==> src/rtl/imem_loader.sv <==
// ============================================================================
//  Module      : imem_loader
//  Description : Serial byte loader that fills a small instruction memory in
//                bursts and serves combinational instruction fetches.
//  Revision    : 1.0  initial release
// ============================================================================
`default_nettype none

module imem_loader #(
    parameter int DATA_WIDTH = 32,
    parameter int DEPTH      = 16
) (
    input  logic                  clk,
    input  logic                  reset,
    input  logic                  start,
    input  logic [4:0]            len,
    input  logic [7:0]            byte_in,
    input  logic                  byte_valid,
    output logic                  byte_ready,
    input  logic [DATA_WIDTH-1:0] fetch_addr,
    output logic [DATA_WIDTH-1:0] instr_out,
    output logic                  busy,
    output logic                  done,
    output logic [4:0]            words_loaded
);

    localparam int         c_AW      = $clog2(DEPTH);
    localparam int         c_BPW     = DATA_WIDTH / 8;
    localparam int         c_BW      = $clog2(c_BPW);
    localparam logic [4:0] c_MAX_LEN = 5'd16;

    typedef enum logic [1:0] {
        S_IDLE = 2'd0,
        S_LOAD = 2'd1,
        S_DONE = 2'd2
    } state_t;

    state_t                r_state;
    state_t                w_next;

    logic [DATA_WIDTH-1:0] r_mem [DEPTH];
    // Only the lower bytes are staged; the final byte goes straight to memory.
    logic [DATA_WIDTH-9:0] r_partial;
    logic [c_BW-1:0]       r_byte_idx;
    logic [c_AW-1:0]       r_word_idx;
    logic [4:0]            r_len;
    logic [4:0]            r_words;

    logic                  w_accept;
    logic                  w_word_full;
    logic                  w_last_word;
    logic [4:0]            w_eff_len;
    logic                  w_unused_fetch;

    assign w_eff_len   = (len == 5'd0 || len > c_MAX_LEN) ? c_MAX_LEN : len;
    assign w_accept    = byte_valid && (r_state == S_LOAD);
    assign w_word_full = w_accept && (r_byte_idx == c_BW'(c_BPW - 1));
    assign w_last_word = w_word_full && ((r_words + 5'd1) == r_len);

    always_ff @(posedge clk) begin
        if (reset) begin
            r_state <= S_IDLE;
        end else begin
            r_state <= w_next;
        end
    end

    always_comb begin
        w_next     = r_state;
        byte_ready = 1'b0;
        busy       = 1'b0;
        done       = 1'b0;
        case (r_state)
            S_IDLE: begin
                if (start) begin
                    w_next = S_LOAD;
                end
            end
            S_LOAD: begin
                byte_ready = 1'b1;
                busy       = 1'b1;
                if (w_last_word) begin
                    w_next = S_DONE;
                end
            end
            S_DONE: begin
                done   = 1'b1;
                w_next = S_IDLE;
            end
            default: begin
                w_next = S_IDLE;
            end
        endcase
    end

    always_ff @(posedge clk) begin
        if (reset) begin
            for (int i = 0; i < DEPTH; i++) begin
                r_mem[i] <= '0;
            end
            r_partial  <= '0;
            r_byte_idx <= '0;
            r_word_idx <= '0;
            r_words    <= '0;
            r_len      <= '0;
        end else if (r_state == S_IDLE && start) begin
            r_len      <= w_eff_len;
            r_partial  <= '0;
            r_byte_idx <= '0;
            r_word_idx <= '0;
            r_words    <= '0;
        end else if (w_accept) begin
            r_byte_idx <= r_byte_idx + c_BW'(1);
            if (w_word_full) begin
                r_mem[r_word_idx] <= {byte_in, r_partial};
                r_word_idx        <= r_word_idx + c_AW'(1);
                r_words           <= r_words + 5'd1;
            end else begin
                r_partial[{r_byte_idx, 3'b000} +: 8] <= byte_in;
            end
        end
    end

    // Asynchronous read: a same-cycle write is visible only after the edge.
    assign instr_out    = r_mem[fetch_addr[c_AW+1:2]];
    assign words_loaded = r_words;

    assign w_unused_fetch = ^{fetch_addr[DATA_WIDTH-1:c_AW+2], fetch_addr[1:0]};

endmodule

`default_nettype wire
==> config.mk <==
export PLATFORM = sky130hd
export DESIGN_NAME = imem_loader
export DESIGN_NICKNAME = d
export VERILOG_FILES = /design/src/rtl/imem_loader.sv
export SDC_FILE = /design/constraint.sdc
export NUM_CORES = 1
export LEC_CHECK = 0
export CAP_MARGIN = 10
export CORE_ASPECT_RATIO = 1.4
export CORE_MARGIN = 5
export CORE_UTILIZATION = 35
export DETAILED_ROUTE_END_ITERATION = 12
export PLACE_DENSITY_LB_ADDON = 0.15
export SYNTH_ARGS = -nofsm -noshare
export SYNTH_HDL_FRONTEND = slang
export SYNTH_SLANG_ARGS = --single-unit
==> constraint.sdc <==
create_clock -name clk -period 7.55 [get_ports clk]
set_clock_uncertainty 0.15 [all_clocks]
set_input_delay 1.1325 -clock clk [delete_from_list [all_inputs] [get_ports clk]]
set_output_delay 1.1325 -clock clk [all_outputs]
set_load 0.005 [all_outputs]
======== Word-level counts from Yosys, hierarchy flattened ========
Memory sizes are Yosys's and may differ from the RTL's.
Cells that the tools add are included.
operators by class
  $add $sub $neg .......................... 4
  order comparisons ....................... 1
  equality and inequality tests ........... 6
  shift operators ......................... 2
  multiplexer cells ....................... 17
  bitwise operators ....................... 1
  reductions and logical operators ........ 12
operators by type and width
  cell                    number
  $mux 32                 1
  $reduce_or 32->1        1
  $bwmux 24               1
  $shift 8x7->24 const A  1
  $shiftx 8x7->24         1
  $mux 1                  10
  $neg 5->7               1
  $reduce_and 2->1        3
  $add 5x1->5 const B     1
  $eq 5x5->1              1
  $gt 5x5->1 const B      1
  $logic_not 5->1         1
  $mux 5                  1
  $add 4x1->4 const B     1
  $eq 2x2->1 const B      2
  $logic_and 1x1->1       4
  $mux 2                  2
  $mux 4                  1
  $ne 2x2->1 const B      2
  $pmux 2 s2              1
  $add 2x1->2 const B     1
  $eq 2x1->1 const B      1
  $logic_not 2->1         1
  $reduce_or 2->1         1
  other kinds (2)         2
storage, ports and cells
  register bits ........................... 42
  memory bits (writable) .................. 512
  bits of input ports ..................... 49
  output and inout bits ................... 40
  memories kept ........................... 1
memory list
  memory  words  bits a word  rd ports  clocked after memory_dff  write ports  line  RTL
  r_mem   16     32           1         0                         16           41    logic [DATA_WIDTH-1:0] r_mem [DEPTH];

======== Longest topological paths before layout ========
  word-level depth ........................ 10
  gate-level depth with buffers ........... 6
  depth with buffers taken out ............ 5

======== Worst setup path before layout ========
Ideal clock, no wire load.
  kind .................................... in2out
  start point ............................. in fetch_addr[2]
  end point ............................... out instr_out[10]
  arrival ................................. 2.361 ns
  setup slack ............................. 3.906 ns
  stages on the path ...................... 5
  buffers on the path ..................... 2
  cells stage by stage .................... buf_4 > buf_2 > mux4_2 > a22oi_1 > nand2_1
between the ends
  cells in the longest elaborated chain, start to end .. 1
RTL lines
  element        line  RTL
  from (decl)    20    input logic [DATA_WIDTH-1:0] fetch_addr,
  $mem_v2 16x32  --
  to (decl)      21    output logic [DATA_WIDTH-1:0] instr_out,
Every way passes these cells.

======== Worst setup path after layout ========
  start point ............................. in fetch_addr[4]
  end point ............................... out instr_out[6]
Same word-level chain as after synthesis.

==> run summary <==
========================================================================================
Number of placement rows                                                             113
Number of instances resized during post-cts repair                                     0
Worst R2R Setup Slack                                                            4.23 ns
Sequential area share after synthesis                                              0.675
Number of cells in the finished layout apart from fillers                           2728
Synth-to-Final Area Change                                                         13.4%
Share of power burned in the clock network                                         0.410
Internal                                                                         5.21 mW
Sequential group share of total power                                              0.525
Top achievable clock speed                                                       193 MHz
HPWL after DPL                                                                   36.3 mm
WS Path Type                                                                input pin to output pin
Synthesized instance count                                                          1737
Number of buffers between clock root and the deepest sink                              3
Total gr overflow                                                                      0
Antenna cells                                                                          0
Max-slew violation total from the final report                                         0
Largest voltage drop on the vdd net                                           0.000158 V
Critical Path RT                                                                 6.27 ns
Final clock period utilization by the worst path                                   0.686
Slowest stage cell, crit path                                               sky130_fd_sc_hd__nor2b_4
Run status                                                                  finished clean
Most area-consuming cells after synthesis                                   sky130_fd_sc_hd__edfxtp_1 (64%), sky130_fd_sc_hd__mux4_2 (12%), sky130_fd_sc_hd__nor2_1 (8.3%)
Class of the tightest hold or removal check                                 flop to flop
Initial core utilization                                                           0.353
Number of top-level pins                                                              89
Top cell type's share of synthesized area                                          0.640
Clock-pin transition on the worst setup and hold timing paths                    0.06 ns
Gr usage total                                                                     0.187
Share of async-settable or async-resettable flops after synthesis                      0
Setup repair after global routing missed its margin                                   no
Total Neg Setup Slack                                                               0 ns
Most frequent cells after synthesis                                         sky130_fd_sc_hd__nor2_1 (530), sky130_fd_sc_hd__edfxtp_1 (512), sky130_fd_sc_hd__nand2_1 (189)
Number of clock sinks seen by CTS                                                    554
Sw power                                                                         1.45 mW
Count of hold buffers inserted by post-cts repair                                      0
Total number of vias                                                               14469
Most frequent CP cell                                                       sky130_fd_sc_hd__clkdlybuf4s50_1
Maximum single-stage delay on the critical path                                  0.84 ns
Starting DRC count in detailed routing                                              1303
Slew Limit Headroom                                                                0.218
Clock period minus final worst setup slack                                       5.18 ns
Placed Instances                                                                    2626
Net count of the finished layout                                                    1823
Number of synthesis warnings                                                           0
Number of buffer and inverter stages on the critical path                              3
Via count of the first global-routing pass                                         15385
Per-instance average area after synthesis                                      13.8 um^2
Final setup violating endpoints                                                        0
Number of distinct standard cells referenced by the synthesized netlist               38
Routability Congestion                                                             0.712
Clock network latency to the later pin of the worst-skew pair                    0.59 ns
Number of routed nets with antenna violations                                          0
Nature of the critical path endpoint                                          output pin
Largest net degree at the start of global routing                                     75
WHS                                                                             0.361 ns
Net switching fraction of the power                                                0.218
TritonCTS clock tree                                                                done
Number of buffers created by CTS                                                      54
Post-CTS setup buffer count                                                            0
Critical-path cell list                                                     clkdlybuf4s50_1, nor2b_4, buf_4, a22oi_1, nand2_1, clkdlybuf4s50_1
Combinational fraction of design power                                             0.065
Slew at the pin closest to its max-slew limit                                    1.17 ns
CP Data Arrival Time                                                             3.89 ns
Port Buffer Count                                                                     60
Number of remaining DRC errors                                                         0
H-Tree Depth                                                                           2
DIE AREA                                                                     0.0740 mm^2
Core Area                                                                    0.0680 mm^2
Crit Path Max Fanout                                                                  22
Detailed-routing iteration count for the pre-antenna-repair pass                       5
Endpoints failing hold                                                                 0
Ratio of total power to cell area                                            245 mW/mm^2
Die Span X                                                                        231 um
Post-DR vias/cell                                                                   5.30
Most common cell in the synthesized netlist                                 sky130_fd_sc_hd__nor2_1
Share of final-layout standard cells stronger than drive strength 1                0.158
Cell taking the most area after synthesis                                   sky130_fd_sc_hd__edfxtp_1
Most common flop cell mapped by yosys                                       sky130_fd_sc_hd__edfxtp_1
Synthesis-stage register bit count                                                   554
Number of flops mapped to enable cells by yosys                                      512
Number of antenna violations at the first check in global routing                      1
Maxcap violations                                                                      0
Combined area of all synthesized cells                                       0.0240 mm^2
Clock Root Buffer                                                           sky130_fd_sc_hd__clkbuf_16
First-pass GRT wire length                                                        102 mm
Launching element type of the critical path                                    input pin
Chip Height                                                                       320 um
Wire length after detailed routing                                               69.5 mm
Category of cells accounting for the largest share of critical-path delay   buffers and inverters
Net count after synthesis                                                           1797
Reported leakage power                                                           8.47 nW
Wirelength per Cell                                                              25.5 um
========================================================================================
-- cell usage in the layout (no fill, tap or decap), types with 17 or more instances in the layout --
master and n:
sky130_fd_sc_hd__clkdlybuf4s50_1 58, sky130_fd_sc_hd__a21oi_1 25, sky130_fd_sc_hd__nand2_1 185, sky130_fd_sc_hd__nand3_1 26
sky130_fd_sc_hd__clkbuf_16 57, sky130_fd_sc_hd__edfxtp_1 512, sky130_fd_sc_hd__buf_4 36, sky130_fd_sc_hd__dfxtp_1 42
sky130_fd_sc_hd__mux4_2 128, sky130_fd_sc_hd__a22oi_1 64, sky130_fd_sc_hd__nor2_1 528, sky130_fd_sc_hd__clkinv_2 17
-- layout make-up --
| cell class | instances | area, um^2 |
|---|---|---|
| Fill cell | 6382 | 40800 |
| Sequential cell | 554 | 16200 |
| Multi-Input combinational cell | 1050 | 7170 |
| Clock buffer | 71 | 1530 |
| Tap cell | 920 | 1150 |
| Timing Repair Buffer | 98 | 901 |
| Clock inverter | 30 | 244 |
| Inverter | 5 | 18.8 |
-- final timing paths --
check | start | to | depth (start not counted)
worst max register to register | r_word_idx[3]$_SDFFE_PP0N_ | r_mem[14][22]$_SDFFCE_PN0P_ | 3
worst min-delay path | r_len[0]$_SDFFE_PP0P_ | r_len[0]$_SDFFE_PP0P_ | 1
worst max-delay path | fetch_addr[4] | instr_out[6] | 6
worst min register to register | r_len[0]$_SDFFE_PP0P_ | r_len[0]$_SDFFE_PP0P_ | 1
-- flip-flops by register name, summed over array words and instances (netlist names) --
register,cells
words_loaded,5
r_mem,512
r_byte_idx,2
r_partial,24
r_state,2
r_word_idx,4
r_len,5
-- through the flow --
stage | setup WS, ns | util | area [um^2] | total power [mW]
floorplan | 3.91 | - | 24000 | 3.80
global placement | 2.34 | 0.374 | 25500 | 4.00
detailed placement | 2.35 | 0.374 | 25500 | 4.02
CTS | 2.35 | 0.400 | 27200 | 6.74
global route | 2.25 | 0.400 | 27200 | 6.88
finish | 2.37 | 0.400 | 27200 | 6.67
-- power by group through the flow --
stage	Combinational (mW)	Clock [mW]	Sequential, mW
2_1_floorplan	0.246	0	3.56
3_3_place_gp	0.443	0	3.56
3_5_place_dp	0.446	0	3.57
4_1_cts	0.446	2.79	3.50
5_1_grt	0.464	2.90	3.51
6_report	0.433	2.73	3.50
-- routing by layer --
layer  routed length [um]  global-route usage
met3                 3760              0.0236
met5                   13                   0
met4                 1920              0.0527
met1                27900               0.241
met2                35900               0.331
-- worst register-to-register path, delay by kind of cell (launching register included) --
| family | cells | cell delay, ns |
|---|---|---|
| simple gates | 1 | 1.03 |
| compound gates | 1 | 0.66 |
| flops | 1 | 0.61 |
| buf+inv | 1 | 0.50 |
-- kinds of logic (layout without fill, tap and decap cells) --
logic type,count (synthesis),after routing,synth area share
compound gates,112,112,0.0327
xor+xnor,14,14,0.00511
fa+ha+maj,11,11,0.00573
buf+inv,133,204,0.0303
flops,554,554,0.675
mux,130,130,0.121
simple gates,783,783,0.130
No activity file was read; power rests on OpenSTA's default activity.
